$ cat config.mk
export PLATFORM = sky130hd
export DESIGN_NAME = l2_mshr_pool
export DESIGN_NICKNAME = d
export VERILOG_FILES = /design/src/rtl/l2_mshr_pool_pkg.sv /design/src/rtl/mshr_pool_prio_enc.sv /design/src/rtl/l2_mshr_pool.sv
export SDC_FILE = /design/constraint.sdc
export NUM_CORES = 1
export LEC_CHECK = 0
export BUFFER_PORTS_ARGS = -buffer_cell sky130_fd_sc_hd__clkbuf_2
export CORE_MARGIN = 10
export CORE_UTILIZATION = 35
export CTS_CLUSTER_DIAMETER = 60
export DETAILED_ROUTE_END_ITERATION = 16
export HOLD_SLACK_MARGIN = 0.05
export PLACE_DENSITY_LB_ADDON = 0.12
export SLEW_MARGIN = 20
export SYNTH_ARGS = -nofsm -noshare
export SYNTH_HDL_FRONTEND = slang
export SYNTH_SLANG_ARGS = --single-unit
$ cat constraint.sdc
create_clock -name clk -period 4.5 [get_ports clk]
set_input_delay 0.675 -clock clk [delete_from_list [all_inputs] [get_ports clk]]
set_output_delay 0.675 -clock clk [all_outputs]
set_load 0.03 [all_outputs]
$ cat src/rtl/l2_mshr_pool_pkg.sv
// rtl/l2_mshr_pool_pkg.sv - shared types and pool defaults for the L2 MSHR pool
//
// Contents:
//   N_MSHR_POOL*      default pool geometry (depth, key widths, words, lookup ports)
//   unstable_state_t  transient coherence state held by an in-flight miss
//   mshr_pool_entry_t one pool entry as seen on the read port
//   drain_state_t     fence-drain controller states
package l2_mshr_pool_pkg;

  localparam int N_MSHR_POOL          = 8;
  localparam int N_MSHR_POOL_TAG_W    = 20;
  localparam int N_MSHR_POOL_SET_W    = 8;
  localparam int N_MSHR_POOL_WAY_W    = 3;
  localparam int N_MSHR_POOL_WORDS    = 4;
  localparam int N_MSHR_POOL_N_LOOKUP = 2;

  typedef enum logic [2:0] {
    US_NONE = 3'd0,
    US_IV   = 3'd1,
    US_IS   = 3'd2,
    US_IO   = 3'd3,
    US_SI   = 3'd4,
    US_OI   = 3'd5,
    US_RI   = 3'd6,
    US_XV   = 3'd7
  } unstable_state_t;

  // Field widths track the pool defaults above; the pool must be built with
  // matching TAG_W/SET_W/WAY_W/WORDS.
  typedef struct packed {
    logic                         valid;
    logic [N_MSHR_POOL_TAG_W-1:0] tag;
    logic [N_MSHR_POOL_SET_W-1:0] set_idx;
    logic [N_MSHR_POOL_WAY_W-1:0] way;
    unstable_state_t              state;
    logic [N_MSHR_POOL_WORDS-1:0] word_mask;
  } mshr_pool_entry_t;

  typedef enum logic [1:0] {
    DRN_IDLE  = 2'd0,
    DRN_DRAIN = 2'd1,
    DRN_DONE  = 2'd2
  } drain_state_t;

endpackage

$ cat src/rtl/mshr_pool_prio_enc.sv
// rtl/mshr_pool_prio_enc.sv - lowest-set-bit priority encoder
//
// Ports:
//   req   in  N  request vector
//   idx   out W  index of the lowest set bit, 0 when none is set
//   found out 1  at least one bit of req is set
module mshr_pool_prio_enc #(
  parameter  int N = 8,
  localparam int W = (N > 1) ? $clog2(N) : 1
) (
  input  logic [N-1:0] req,
  output logic [W-1:0] idx,
  output logic         found
);

  // Scanning from the top down lets the last hit (the lowest index) win.
  always_comb begin
    idx   = '0;
    found = 1'b0;
    for (int i = N - 1; i >= 0; i--) begin
      if (req[i]) begin
        idx   = W'(i);
        found = 1'b1;
      end
    end
  end

endmodule

$ cat src/rtl/l2_mshr_pool.sv
// rtl/l2_mshr_pool.sv - parametrised L2 miss-status holding register pool
//
// Ports:
//   clk, rst                 clock, synchronous active-high reset
//   alloc_*                  allocation handshake and new-entry fields; alloc_idx = slot to be used
//   upd_*                    update of an entry's state and word mask (merge ORs, else replace)
//   free_valid, free_idx     release of an entry
//   lk_tag, lk_set           per-port lookup keys (flattened, port p at [p*W +: W])
//   lk_hit, lk_idx           per-port exact match and its lowest matching index
//   lk_set_conflict          per-port "some valid entry uses this set"
//   rd_idx, rd_entry         entry read port
//   cnt, full, empty         occupancy
//   drain_req, drain_done    fence drain request (level) and one-cycle completion pulse
//   proto_err                sticky protocol-error flag
module l2_mshr_pool
  import l2_mshr_pool_pkg::*;
#(
  parameter  int N_ENTRIES = N_MSHR_POOL,
  parameter  int TAG_W     = N_MSHR_POOL_TAG_W,
  parameter  int SET_W     = N_MSHR_POOL_SET_W,
  parameter  int WAY_W     = N_MSHR_POOL_WAY_W,
  parameter  int WORDS     = N_MSHR_POOL_WORDS,
  parameter  int N_LOOKUP  = N_MSHR_POOL_N_LOOKUP,
  localparam int IDX_W     = $clog2(N_ENTRIES)
) (
  input  logic                      clk,
  input  logic                      rst,
  input  logic                      alloc_valid,
  output logic                      alloc_ready,
  input  logic [TAG_W-1:0]          alloc_tag,
  input  logic [SET_W-1:0]          alloc_set,
  input  logic [WAY_W-1:0]          alloc_way,
  input  unstable_state_t           alloc_state,
  input  logic [WORDS-1:0]          alloc_word_mask,
  output logic [IDX_W-1:0]          alloc_idx,
  input  logic                      upd_valid,
  input  logic [IDX_W-1:0]          upd_idx,
  input  unstable_state_t           upd_state,
  input  logic [WORDS-1:0]          upd_word_mask,
  input  logic                      upd_merge,
  input  logic                      free_valid,
  input  logic [IDX_W-1:0]          free_idx,
  input  logic [N_LOOKUP*TAG_W-1:0] lk_tag,
  input  logic [N_LOOKUP*SET_W-1:0] lk_set,
  output logic [N_LOOKUP-1:0]       lk_hit,
  output logic [N_LOOKUP*IDX_W-1:0] lk_idx,
  output logic [N_LOOKUP-1:0]       lk_set_conflict,
  input  logic [IDX_W-1:0]          rd_idx,
  output mshr_pool_entry_t          rd_entry,
  output logic [IDX_W:0]            cnt,
  output logic                      full,
  output logic                      empty,
  input  logic                      drain_req,
  output logic                      drain_done,
  output logic                      proto_err
);

  localparam logic [IDX_W:0] CNT_ONE  = (IDX_W + 1)'(1);
  localparam logic [IDX_W:0] CNT_FULL = (IDX_W + 1)'(N_ENTRIES);

  mshr_pool_entry_t entry_q [N_ENTRIES];
  mshr_pool_entry_t entry_d [N_ENTRIES];
  logic [IDX_W:0]   cnt_q, cnt_d;
  drain_state_t     fsm_q, fsm_d;
  logic             armed_q, armed_d;
  logic             proto_err_q, proto_err_d;

  logic [N_ENTRIES-1:0] free_vec;
  logic [N_ENTRIES-1:0] dup_vec;
  logic                 alloc_found;
  logic                 alloc_fire;
  logic                 alloc_dup;
  logic                 alloc_wr;
  logic                 free_ok;
  logic                 upd_shadowed;

  logic [N_ENTRIES-1:0] lk_match     [N_LOOKUP];
  logic [N_ENTRIES-1:0] lk_set_match [N_LOOKUP];

  // ---------------- allocation ----------------
  always_comb begin
    free_vec = '0;
    dup_vec  = '0;
    for (int i = 0; i < N_ENTRIES; i++) begin
      free_vec[i] = !entry_q[i].valid;
      dup_vec[i]  = entry_q[i].valid && (entry_q[i].tag == alloc_tag) &&
                    (entry_q[i].set_idx == alloc_set);
    end
  end

  mshr_pool_prio_enc #(.N(N_ENTRIES)) u_alloc_enc (
    .req   (free_vec),
    .idx   (alloc_idx),
    .found (alloc_found)
  );

  assign full        = (cnt_q == CNT_FULL);
  assign empty       = (cnt_q == '0);
  assign cnt         = cnt_q;
  assign alloc_ready = !full && (fsm_q == DRN_IDLE);
  assign alloc_fire  = alloc_valid && alloc_ready;
  assign alloc_dup   = |dup_vec;
  // A duplicate key is consumed (handshake completes) but never written.
  assign alloc_wr    = alloc_fire && !alloc_dup && alloc_found;
  assign free_ok     = free_valid && entry_q[free_idx].valid;
  // A free to the same slot overrides the update without flagging it.
  assign upd_shadowed = free_valid && (free_idx == upd_idx);

  // ---------------- entry table next state ----------------
  always_comb begin
    entry_d     = entry_q;
    proto_err_d = proto_err_q;

    if (alloc_fire && alloc_dup) begin
      proto_err_d = 1'b1;
    end
    if (alloc_wr) begin
      entry_d[alloc_idx].valid     = 1'b1;
      entry_d[alloc_idx].tag       = alloc_tag;
      entry_d[alloc_idx].set_idx   = alloc_set;
      entry_d[alloc_idx].way       = alloc_way;
      entry_d[alloc_idx].state     = alloc_state;
      entry_d[alloc_idx].word_mask = alloc_word_mask;
    end

    // The slot being allocated is still invalid in entry_q, so an update
    // aimed at it lands in the error branch below.
    if (upd_valid && !upd_shadowed) begin
      if (entry_q[upd_idx].valid) begin
        entry_d[upd_idx].state     = upd_state;
        entry_d[upd_idx].word_mask = upd_merge ? (entry_q[upd_idx].word_mask | upd_word_mask)
                                               : upd_word_mask;
      end else begin
        proto_err_d = 1'b1;
      end
    end

    if (free_valid) begin
      if (entry_q[free_idx].valid) begin
        entry_d[free_idx].valid = 1'b0;
      end else begin
        proto_err_d = 1'b1;
      end
    end
  end

  always_comb begin
    cnt_d = cnt_q;
    if (alloc_wr && !free_ok) begin
      cnt_d = cnt_q + CNT_ONE;
    end else if (!alloc_wr && free_ok) begin
      cnt_d = cnt_q - CNT_ONE;
    end
  end

  // ---------------- drain controller ----------------
  always_comb begin
    fsm_d   = fsm_q;
    armed_d = armed_q || !drain_req;
    case (fsm_q)
      DRN_IDLE: begin
        if (drain_req && armed_q) begin
          fsm_d   = DRN_DRAIN;
          armed_d = 1'b0;
        end
      end
      DRN_DRAIN: begin
        if (cnt_q == '0) begin
          fsm_d = DRN_DONE;
        end
      end
      DRN_DONE: begin
        fsm_d = DRN_IDLE;
      end
      default: begin
        fsm_d = DRN_IDLE;
      end
    endcase
  end

  assign drain_done = (fsm_q == DRN_DONE);
  assign proto_err  = proto_err_q;

  // ---------------- lookup ports (registered entries only) ----------------
  always_comb begin
    for (int p = 0; p < N_LOOKUP; p++) begin
      lk_match[p]     = '0;
      lk_set_match[p] = '0;
      for (int i = 0; i < N_ENTRIES; i++) begin
        lk_set_match[p][i] = entry_q[i].valid &&
                             (entry_q[i].set_idx == lk_set[p*SET_W +: SET_W]);
        lk_match[p][i]     = lk_set_match[p][i] &&
                             (entry_q[i].tag == lk_tag[p*TAG_W +: TAG_W]);
      end
    end
  end

  for (genvar gp = 0; gp < N_LOOKUP; gp++) begin : g_lk
    mshr_pool_prio_enc #(.N(N_ENTRIES)) u_lk_enc (
      .req   (lk_match[gp]),
      .idx   (lk_idx[gp*IDX_W +: IDX_W]),
      .found (lk_hit[gp])
    );
    assign lk_set_conflict[gp] = |lk_set_match[gp];
  end

  assign rd_entry = entry_q[rd_idx];

  // ---------------- state registers ----------------
  always_ff @(posedge clk) begin
    if (rst) begin
      for (int i = 0; i < N_ENTRIES; i++) begin
        entry_q[i] <= '0;
      end
      cnt_q       <= '0;
      fsm_q       <= DRN_IDLE;
      armed_q     <= 1'b1;
      proto_err_q <= 1'b0;
    end else begin
      entry_q     <= entry_d;
      cnt_q       <= cnt_d;
      fsm_q       <= fsm_d;
      armed_q     <= armed_d;
      proto_err_q <= proto_err_d;
    end
  end

endmodule

==> results of run 1 <==
## power by group through the flow
stage | clock network [W] | logic [W] | registers (W)
after detailed placement | 0 | 0.00218 | 0.00330
after global routing | 0.00344 | 0.00231 | 0.00326
after floorplan | 0 | 0.00137 | 0.00321
after global placement | 0 | 0.00218 | 0.00330
after CTS | 0.00333 | 0.00219 | 0.00324
final | 0.00325 | 0.00220 | 0.00325
## kinds of logic after synthesis
| family | after synthesis |
|---|---|
| buf+inv | 255 |
| fa+ha+maj | 4 |
| mux | 411 |
| xor+xnor | 675 |
| compound gates | 159 |
| flops | 320 |
| simple gates | 631 |
## layer usage
metal / wire length, um / up-vias
li1: - / 8861
met5: 13 / -
met2: 59300 / 1090
met4: 7420 / 2
met1: 53700 / 10400
met3: 8870 / 255
## worst max path at each step
stage,from,to,cells after the start
2_1_floorplan,cnt[3],cnt[3],12
3_3_place_gp,alloc_tag[12],cnt[3],15
3_5_place_dp,alloc_tag[12],cnt[3],15
4_1_cts,register,lk_idx[0],10
5_1_grt,register,lk_idx[0],10
6_report,register,lk_idx[0],10
## synth_stat cells (24+ instances only)
cell type and n:
sky130_fd_sc_hd__xnor2_1 469, sky130_fd_sc_hd__a21oi_1 44, sky130_fd_sc_hd__nand2_1 55, sky130_fd_sc_hd__mux2i_1 281, sky130_fd_sc_hd__a211oi_1 31, sky130_fd_sc_hd__o22ai_1 33, sky130_fd_sc_hd__nor4_1 75, sky130_fd_sc_hd__nor3_1 27
sky130_fd_sc_hd__mux4_2 86, sky130_fd_sc_hd__dfxtp_1 320, sky130_fd_sc_hd__nand4_1 117, sky130_fd_sc_hd__xor2_1 206, sky130_fd_sc_hd__nor2_1 269, sky130_fd_sc_hd__clkbuf_1 138, sky130_fd_sc_hd__nand3_1 26, sky130_fd_sc_hd__mux2_2 44
sky130_fd_sc_hd__buf_4 52, sky130_fd_sc_hd__buf_2 39, sky130_fd_sc_hd__o21ai_0 24
## through the flow
stage / worst slack, ns / area (um^2) / power, W / hold WS (ns)
6_report: 0.139 / 26600 / 0.00870 / 0.299
4_1_cts: 0.234 / 26600 / 0.00876 / 0.263
3_3_place_gp: -0.0702 / 25300 / 0.00549 / 0.469
5_1_grt: 0.125 / 26600 / 0.00901 / 0.276
3_5_place_dp: 0.192 / 25300 / 0.00548 / 0.480
2_1_floorplan: 0.533 / 23000 / 0.00458 / 0.452
## layout by cell type, fill, tap and decap left out, types with 5 or more instances in the layout
cell and count:
sky130_fd_sc_hd__a211oi_1 31, sky130_fd_sc_hd__a21oi_1 44, sky130_fd_sc_hd__and3_1 5, sky130_fd_sc_hd__buf_12 16
sky130_fd_sc_hd__buf_4 159, sky130_fd_sc_hd__clkbuf_1 11, sky130_fd_sc_hd__clkbuf_16 42, sky130_fd_sc_hd__clkbuf_2 174
sky130_fd_sc_hd__clkinv_2 9, sky130_fd_sc_hd__dfxtp_1 320, sky130_fd_sc_hd__inv_1 7, sky130_fd_sc_hd__inv_6 6
sky130_fd_sc_hd__mux2_2 44, sky130_fd_sc_hd__mux2i_1 281, sky130_fd_sc_hd__mux4_2 86, sky130_fd_sc_hd__nand2_1 54
sky130_fd_sc_hd__nand2b_1 17, sky130_fd_sc_hd__nand3_1 26, sky130_fd_sc_hd__nand3b_1 7, sky130_fd_sc_hd__nand4_1 117
sky130_fd_sc_hd__nor2_1 268, sky130_fd_sc_hd__nor2b_1 5, sky130_fd_sc_hd__nor3_1 27, sky130_fd_sc_hd__nor3_4 5
sky130_fd_sc_hd__nor3b_1 5, sky130_fd_sc_hd__nor4_1 74, sky130_fd_sc_hd__o21ai_0 24, sky130_fd_sc_hd__o21ai_1 9
sky130_fd_sc_hd__o22ai_1 33, sky130_fd_sc_hd__xnor2_1 469, sky130_fd_sc_hd__xor2_1 206
## final cells by class
type / instances / area (um^2)
clock buffer: 57 / 1150
clock inverter: 19 / 164
fill: 6620 / 38100
inverter: 7 / 26.3
multi-input combinational: 1880 / 15400
sequential: 320 / 6410
tap: 855 / 1070
timing repair buffer: 351 / 2410
==> summary by stage, run 1 <==
Run status
The run finished with clean final reports.

Placement
The routability congestion estimate is around 1.0. The placed wire-length estimate is between 90000 and 100000 um. The total of buffers placed on input and output ports is 177. The total placed cells including tap cells is 3413.

Power
The net switching power figure is 0.00303 W. The portion of total power attributed to sequential cells is a little under two fifths. Net switching is 34.8% of the power.

The power density normalized to cell area is 327 nW/um^2. The leakage component of the power is 9.57 nW. The internal power component is about 0.0057 W. The maximum resistive drop on vdd is 370 uV.

The clock network accounts for 37.3% of the total power. The combinational fraction of design power is approximately a quarter.

Layout
The number of diodes added for antenna fixing is 0. The fraction of final layout cells sized beyond drive strength 1 is 21.5%. The number of nets in the final layout is 2723. The non-filler instance count after layout is 3489. At the end of the flow the core is filled with cells to 41.2%. Relative to the synthesized area, the layout overhead comes to 15.9%.

Yosys
For this run, asynchronously set or reset flops after synthesis account for 0%. After Yosys synthesis, full adders, half adders and majority gates account for 0.251% of the synthesized area. The area share of the largest cell type after synthesis is 27.9%. The distinct cell type count of the synthesized netlist is 51. The count of flip-flops with a built-in enable after synthesis is 0. The dominant cell type by area after synthesis is sky130_fd_sc_hd__dfxtp_1. The dominant register cell in the synthesized netlist is sky130_fd_sc_hd__dfxtp_1. The sequential area share after synthesis is around 28%.

Measured against the total synthesized area, the mux share comes to ~23%. The flip-flop and latch count after synthesis is 320. The combinational family with the most area after synthesis is XOR/XNOR gates. The average cell area after synthesis is between 9 and 10 um^2. In the synthesized netlist, the number of instances is 2455. Summing the areas of all compound-gate instances in the mapped netlist gives 4.29% of the synthesized area.

By area the synthesized netlist is led by sky130_fd_sc_hd__dfxtp_1 (28%), sky130_fd_sc_hd__xnor2_1 (18%), sky130_fd_sc_hd__mux2i_1 (12%), sky130_fd_sc_hd__mux4_2 (8.4%), sky130_fd_sc_hd__xor2_1 (7.9%). Counting every net in the synthesized netlist gives 2576. The parity-gate share of the synthesized area counting xor and xnor cells is 25.7%. The post-synthesis instance area is 23000 um^2.

For this run, the number of Yosys warnings is 0. Summing the areas of all and, or, nand and nor instances in the mapped netlist gives a little over an eighth of the synthesized area.

GRT
The most used routing layer is met2. The first-pass GRT wire length is 177000 um. The met2 usage in global routing is 52.1%. The routing usage on met1 is 41.9%. The number of global-route vias before repair is 20400. The global routing usage summed across all routing layers is 32.5%.

The overflow left after global routing is 0. The number of antenna violations at the first check in global routing is 7. The largest net degree at the start of global routing is 136. The met3 demand-to-capacity share in global routing is 4.85%.

Timing
The summed negative setup slack over all endpoints is 0 ns. Setup repair after global routing left no endpoint under its margin. Measured against its own limit, the worst slew margin works out to roughly 23%. The final-report setup violation count is 0. The number of pins with negative max-slew slack in the final report came to 0. The slew of the pin with the lowest slew margin is 1.13 ns.

The final critical path takes up around 97% of the cycle. The shortest clock period the worst path allows after layout is about 4.4 ns. The number of hold violations in the final report is 0. The maximum frequency from static timing analysis is 229 MHz. The worst clock skew on the final layout is 0.0194 ns.

Worst setup path
The worst setup path is launched from a register. The number of cells traversed by the worst register-to-register path is 14. The end of the worst register-to-register path is cnt[3]. The number of buffers and inverters on the critical path is 2. The type of destination of the critical path is a primary output. The dominant cell type by count on the critical path is sky130_fd_sc_hd__a21oi_1. The setup path with the least slack is of type register to primary output.

On the worst path, the slowest cell contributes a delay of around 0.6 ns. The slowest stage of the critical path is the sky130_fd_sc_hd__dfxtp_1 cell. At the worst endpoint, the arrival time is 3.69 ns.

The setup slack of the worst register-to-register path is 0.59 ns. Among cell families on the critical path, the largest total delay comes from simple AND/OR/NAND/NOR gates. The critical path goes through xor2_1 > nor3_1 > nand4_1 > nor4_1 > buf_4 > a21oi_1 > o21ai_0 > nand2_1 > a21oi_1 > clkbuf_2. Data on the critical path is required at its endpoint by 3.83 ns. Along the worst path, the maximum fanout reaches 5.

Hold path
The tightest min-delay check is of the input pin to register type. The startpoint identified for the worst hold timing path is drain_req. The worst hold path was traced through 2 stages.

The worst hold path terminates at armed_q.

Flow run
The reported max-cap violation count is 0.

CTS
CTS saw 320 sinks. Post-CTS timing repair inserted 0 buffers for setup. TritonCTS built the clock tree. CTS placed an instance of sky130_fd_sc_hd__clkbuf_16 at the clock tree root.

Buffers inserted to repair hold after CTS numbered 0. Post-CTS repair changed the size of 0 cells. The buffer levels on the longest clock path is 3.

After clock tree synthesis, the clock-pin slew on the worst setup and hold paths is 0.06 ns. The H-tree was split into 2 levels. The clock reaches the later pin of the worst-skew pair after between 0.5 and 0.6 ns. TritonCTS created 42 clock buffers.

Floorplan
The initial core utilization is 35.5%. The standard cell core area is 64700 um^2. The floorplan step defined a die boundary enclosing 76300 um^2. The floorplan die height is roughly 280 um. The floorplan step set the die width to about 280 um.

The floorplan row count is 93. The number of top-level pins is 178.

Detailed routing
In this run the remaining antenna-violating nets after routing total 0. The first routing iteration left 2387 violations. For this run, design rule violations remaining after detail routing come to 0.

Dividing the detail-routed wire length by the instance count gives between 30 and 40 um. The via count normalized by instance count is around 5.9. The number of detailed-route iterations in the first pass is 6. The detailed router placed between 20000 and 25000 vias in this run. Wires add up to 129000 um.
Power figures use the tool's default switching activity.
==> inputs of run 2 (changes only) <==
Settings changed: SYNTH_HIERARCHICAL from default to 1.
==> summary by stage, run 2 <==
Run status
Outcome: finished clean (unchanged).

Worst setup path
The arrival time at the worst endpoint came to 3.43 ns (was 3.69 ns). The largest incremental delay on the critical path is 0.60 ns (was 0.61 ns). The library cell contributing the largest single delay on the critical path is sky130_fd_sc_hd__nor4_1 (was sky130_fd_sc_hd__dfxtp_1). The type of destination of the critical path is a primary output (unchanged). The required time of the worst setup path is 3.83 ns (about the same). Cell-by-cell trace of the critical path: xor2_1 > nor4_1 > nand4_1 > nor4_1 > buf_4 > nor2b_1 > o21bai_1 > o41ai_1 > clkbuf_2 (was xor2_1 > nor3_1 > nand4_1 > nor4_1 > buf_4 > a21oi_1 > o21ai_0 > nand2_1 > a21oi_1 > clkbuf_2). The critical path class is register to primary output (unchanged). The kind of start point of the critical path is a register (unchanged). The dominant cell type by count on the critical path was sky130_fd_sc_hd__nor4_1 (was sky130_fd_sc_hd__a21oi_1). The number of cells traversed by the worst register-to-register path is 11 (was 14). The setup slack of the worst register-to-register path is 0.52 ns (was 0.59 ns). The maximum fanout along the worst path is 5 (unchanged).

Timing
The number of hold violations in the final report came to 0 (unchanged). The number of pins with negative max-slew slack in the final report is 0 (unchanged). The worst clock skew on the final layout is 0.0423 ns (was 0.0194 ns). The slew of the pin with the lowest slew margin came to 1.16 ns (was 1.13 ns). The shortest clock period the worst path allows after layout is 4.11 ns (was 4.36 ns).

The maximum frequency from static timing analysis was 244 MHz (was 229 MHz). Setup repair after global routing missed its margin: false (unchanged). The worst-case headroom to the max-slew limit is 22.6% (was 22.9%). The worst-case setup margin in the final layout is 0.394 ns (was 0.139 ns).

The final-report setup violation count came to 0 (unchanged). The fraction of the cycle the final worst path needs came to 91.2% (was 96.9%). The worst hold slack is 0.285 ns (was 0.299 ns).

Layout
Highest-count cells in the layout ignoring fill and taps: sky130_fd_sc_hd__xnor2_1 (478), sky130_fd_sc_hd__dfxtp_1 (320), sky130_fd_sc_hd__mux2i_1 (308) (was sky130_fd_sc_hd__xnor2_1 (469), sky130_fd_sc_hd__dfxtp_1 (320), sky130_fd_sc_hd__mux2i_1 (281)). The number of nets in the final layout is 2693 (was 2723). The most common cell after layout, fill and taps aside was sky130_fd_sc_hd__xnor2_1 (unchanged). The fraction of final layout cells sized beyond drive strength 1 was 21.2% (was 21.5%). The number of diodes added for antenna fixing was 0 (unchanged). The non-filler instance count after layout came to 3471 (was 3489). The sequential cell area was 6410 um^2 (unchanged). The area growth from synthesis to layout was 16.0% (was 15.9%). The area taken by multi-input logic gates is 15400 um^2 (about the same). The count of filler cells inserted in the layout came to 6529 (was 6620).

Power
The portion of total power attributed to sequential cells is 35.6% (was 37.3%). The leakage component of the power was 9.23 nW (was 9.57 nW). The switching share of power is 33.4% (was 34.8%). The internal power component is 0.00594 W (was 0.00567 W).

The maximum resistive drop on vdd came to 287 uV (was 370 uV). The combinational fraction of design power is 23.7% (was 25.3%). The share of power burned in the clock network is 40.6% (was 37.3%). The net switching power figure is 0.00298 W (was 0.00303 W). The power density normalized to cell area is 333 nW/um^2 (was 327 nW/um^2).

Detailed routing
The routed wire length is 119000 um (was 129000 um). The number of detailed-route iterations in the first pass came to 5 (was 6). The detailed-route via count was 20200 (was 20700). The post-detailed-route DRC marker count is 0 (unchanged).

The via count normalized by instance count is 5.81 (was 5.92). The DRC violation total after the first TritonRoute iteration came to 2376 (was 2387). The antenna violation net count after detailed routing is 0 (unchanged). The post-detailed-route wirelength per cell is 34.3 um (was 37.1 um).

CTS
The number of buffers inserted by post-CTS setup repair is 0 (unchanged). The buffer levels on the longest clock path is 3 (unchanged). The number of gates resized after CTS is 0 (unchanged). The later-pin clock latency in the skew report came to 0.62 ns (was 0.59 ns). The hold buffer count at CTS is 0 (unchanged). The clock net sink count was 320 (unchanged). The H-tree depth is 2 (unchanged). The cell chosen for the clock root is sky130_fd_sc_hd__clkbuf_16 (unchanged). The TritonCTS clock tree is yes (unchanged). The clock buffer count from CTS came to 44 (was 42). The clock-pin slew reported for the worst setup and hold paths after clock tree synthesis is 0.06 ns (about the same).

Yosys
The area share of the largest cell type after synthesis is 27.8% (was 27.9%). The post-synthesis instance area is 23100 um^2 (was 23000 um^2). The count of yosys warnings during synthesis was 6 (was 0). Ranking of synthesized cells by area: sky130_fd_sc_hd__dfxtp_1 (28%), sky130_fd_sc_hd__xnor2_1 (18%), sky130_fd_sc_hd__mux2i_1 (13%), sky130_fd_sc_hd__mux4_2 (8.3%), sky130_fd_sc_hd__xor2_1 (7.5%) (was sky130_fd_sc_hd__dfxtp_1 (28%), sky130_fd_sc_hd__xnor2_1 (18%), sky130_fd_sc_hd__mux2i_1 (12%), sky130_fd_sc_hd__mux4_2 (8.4%), sky130_fd_sc_hd__xor2_1 (7.9%)). The sequential area share after synthesis is 27.8% (was 27.9%). Most frequent cells after synthesis: sky130_fd_sc_hd__xnor2_1 (478), sky130_fd_sc_hd__dfxtp_1 (320), sky130_fd_sc_hd__mux2i_1 (308) (was sky130_fd_sc_hd__xnor2_1 (469), sky130_fd_sc_hd__dfxtp_1 (320), sky130_fd_sc_hd__mux2i_1 (281)). The most instantiated library cell after synthesis is sky130_fd_sc_hd__xnor2_1 (unchanged). The dominant register cell in the synthesized netlist is sky130_fd_sc_hd__dfxtp_1 (unchanged). The post-synthesis net count came to 2544 (was 2576). The average cell area after synthesis came to 9.52 um^2 (was 9.36 um^2). The count of flip-flops with a built-in enable after synthesis is 0 (unchanged). The distinct cell type count of the synthesized netlist is 50 (was 51).

The synthesized instance count is 2423 (was 2455). The async set-reset flop share out of synthesis is 0% (unchanged). The flip-flop and latch count after synthesis came to 320 (unchanged). The dominant cell type by area after synthesis was sky130_fd_sc_hd__dfxtp_1 (unchanged).

Floorplan
The die span in x was 277 um (was 276 um). The standard cell core area is 65500 um^2 (was 64700 um^2). The floorplan row count is 94 (was 93). The initial core utilization is 35.2% (was 35.5%). The floorplan die height is 277 um (was 276 um). The number of top-level pins was 178 (unchanged). The die area is 76600 um^2 (was 76300 um^2).

GRT
The number of antenna violations at the first check in global routing was 3 (was 7). The overflow left after global routing was 0 (unchanged). The number of global-route vias before repair came to 20000 (was 20400). The largest net degree at the start of global routing is 151 (was 136).

The first-pass GRT wire length is 165000 um (was 177000 um). The global routing usage summed across all routing layers is 30.0% (was 32.5%).

Placement
The total placed cells including tap cells is 3390 (was 3413). The routability congestion estimate is 1.01 (was 1.03). The placed wire-length estimate is 90700 um (was 99100 um). The placement-stage worst setup slack was 0.0785 ns (was 0.192 ns).

The total of buffers placed on input and output ports is 177 (unchanged).

Hold path
The number of cells on the worst hold path is 2 (unchanged). The path category of the worst min-delay check is input pin to register (unchanged). The end point of the most critical hold path is armed_q (unchanged). The beginning of the worst hold path is drain_req (unchanged).

Flow run
The reported max-cap violation count is 0 (unchanged).
-- run 2: area by class of cell --
| class | instances | share of cell area [%] |
|---|---|---|
| Clock buffer | 63 | 4.68 |
| Multi-Input combinational cell | 1852 | 57.5 |
| Timing Repair Buffer | 337 | 8.66 |
| Tap cell | 864 | 4.04 |
| Sequential cell | 320 | 23.9 |
| Inverter | 17 | 0.238 |
| Clock inverter | 18 | 0.931 |
-- run 2: worst max path at each step --
stage                       from   endpoint  slack (ns)
floorplan                 cnt[3]     cnt[3]        0.40
global placement    alloc_set[0]     cnt[3]      -0.007
detailed placement  alloc_set[0]     cnt[3]        0.08
CTS                     register  lk_idx[1]        0.42
global route            register  lk_idx[3]        0.28
finish                  register  lk_idx[3]        0.39
-- run 2: worst max-delay path, delay by kind of cell (launching register included) --
kind            cells  cell delay (ns)
simple gates        4             1.43
flops               1             0.54
compound gates      2             0.18
buf+inv             2             0.53
xor+xnor            1             0.13
-- run 2: logic make-up (layout without fill, tap and decap cells) --
kind of cell | Yosys count | count (layout) | synth area share [%]
DFF | 320 | 320 | 27.8
adders and majority gates | 4 | 4 | 0.250
xor gates and xnor gates | 676 | 676 | 25.7
buffers and inverters | 251 | 435 | 5.58
AOI/OAI and AO/OA | 110 | 110 | 3.24
muxes | 437 | 437 | 23.8
and+or+nand+nor | 625 | 625 | 13.7
-- run 2: power by group through the flow --
stage | logic (W) | registers [W] | clock network (W)
4_1_cts | 0.00209 | 0.00317 | 0.00371
3_3_place_gp | 0.00208 | 0.00323 | 0
2_1_floorplan | 0.00134 | 0.00318 | 0
3_5_place_dp | 0.00208 | 0.00323 | 0
6_report | 0.00212 | 0.00318 | 0.00363
5_1_grt | 0.00222 | 0.00319 | 0.00381
-- run 2: per-layer routing --
| metal | GRT usage (%) | share of wire, % |
|---|---|---|
| met1 | 40.8 | 44 |
| met3 | 4.99 | 7.0 |
| met4 | 14.0 | 5.1 |
| met2 | 45.5 | 44 |
| met5 | 0 | 0.011 |
-- run 2: metrics by stage --
step	instance area (um^2)	setup TNS, ns	power (W)	utilization, %
6_report	26800	0	0.00892	40.8
5_1_grt	26800	0	0.00921	40.8
4_1_cts	26800	0	0.00898	40.8
3_5_place_dp	25300	0	0.00531	38.6
3_3_place_gp	25300	-0.00665	0.00531	38.6
2_1_floorplan	23100	0	0.00452	-
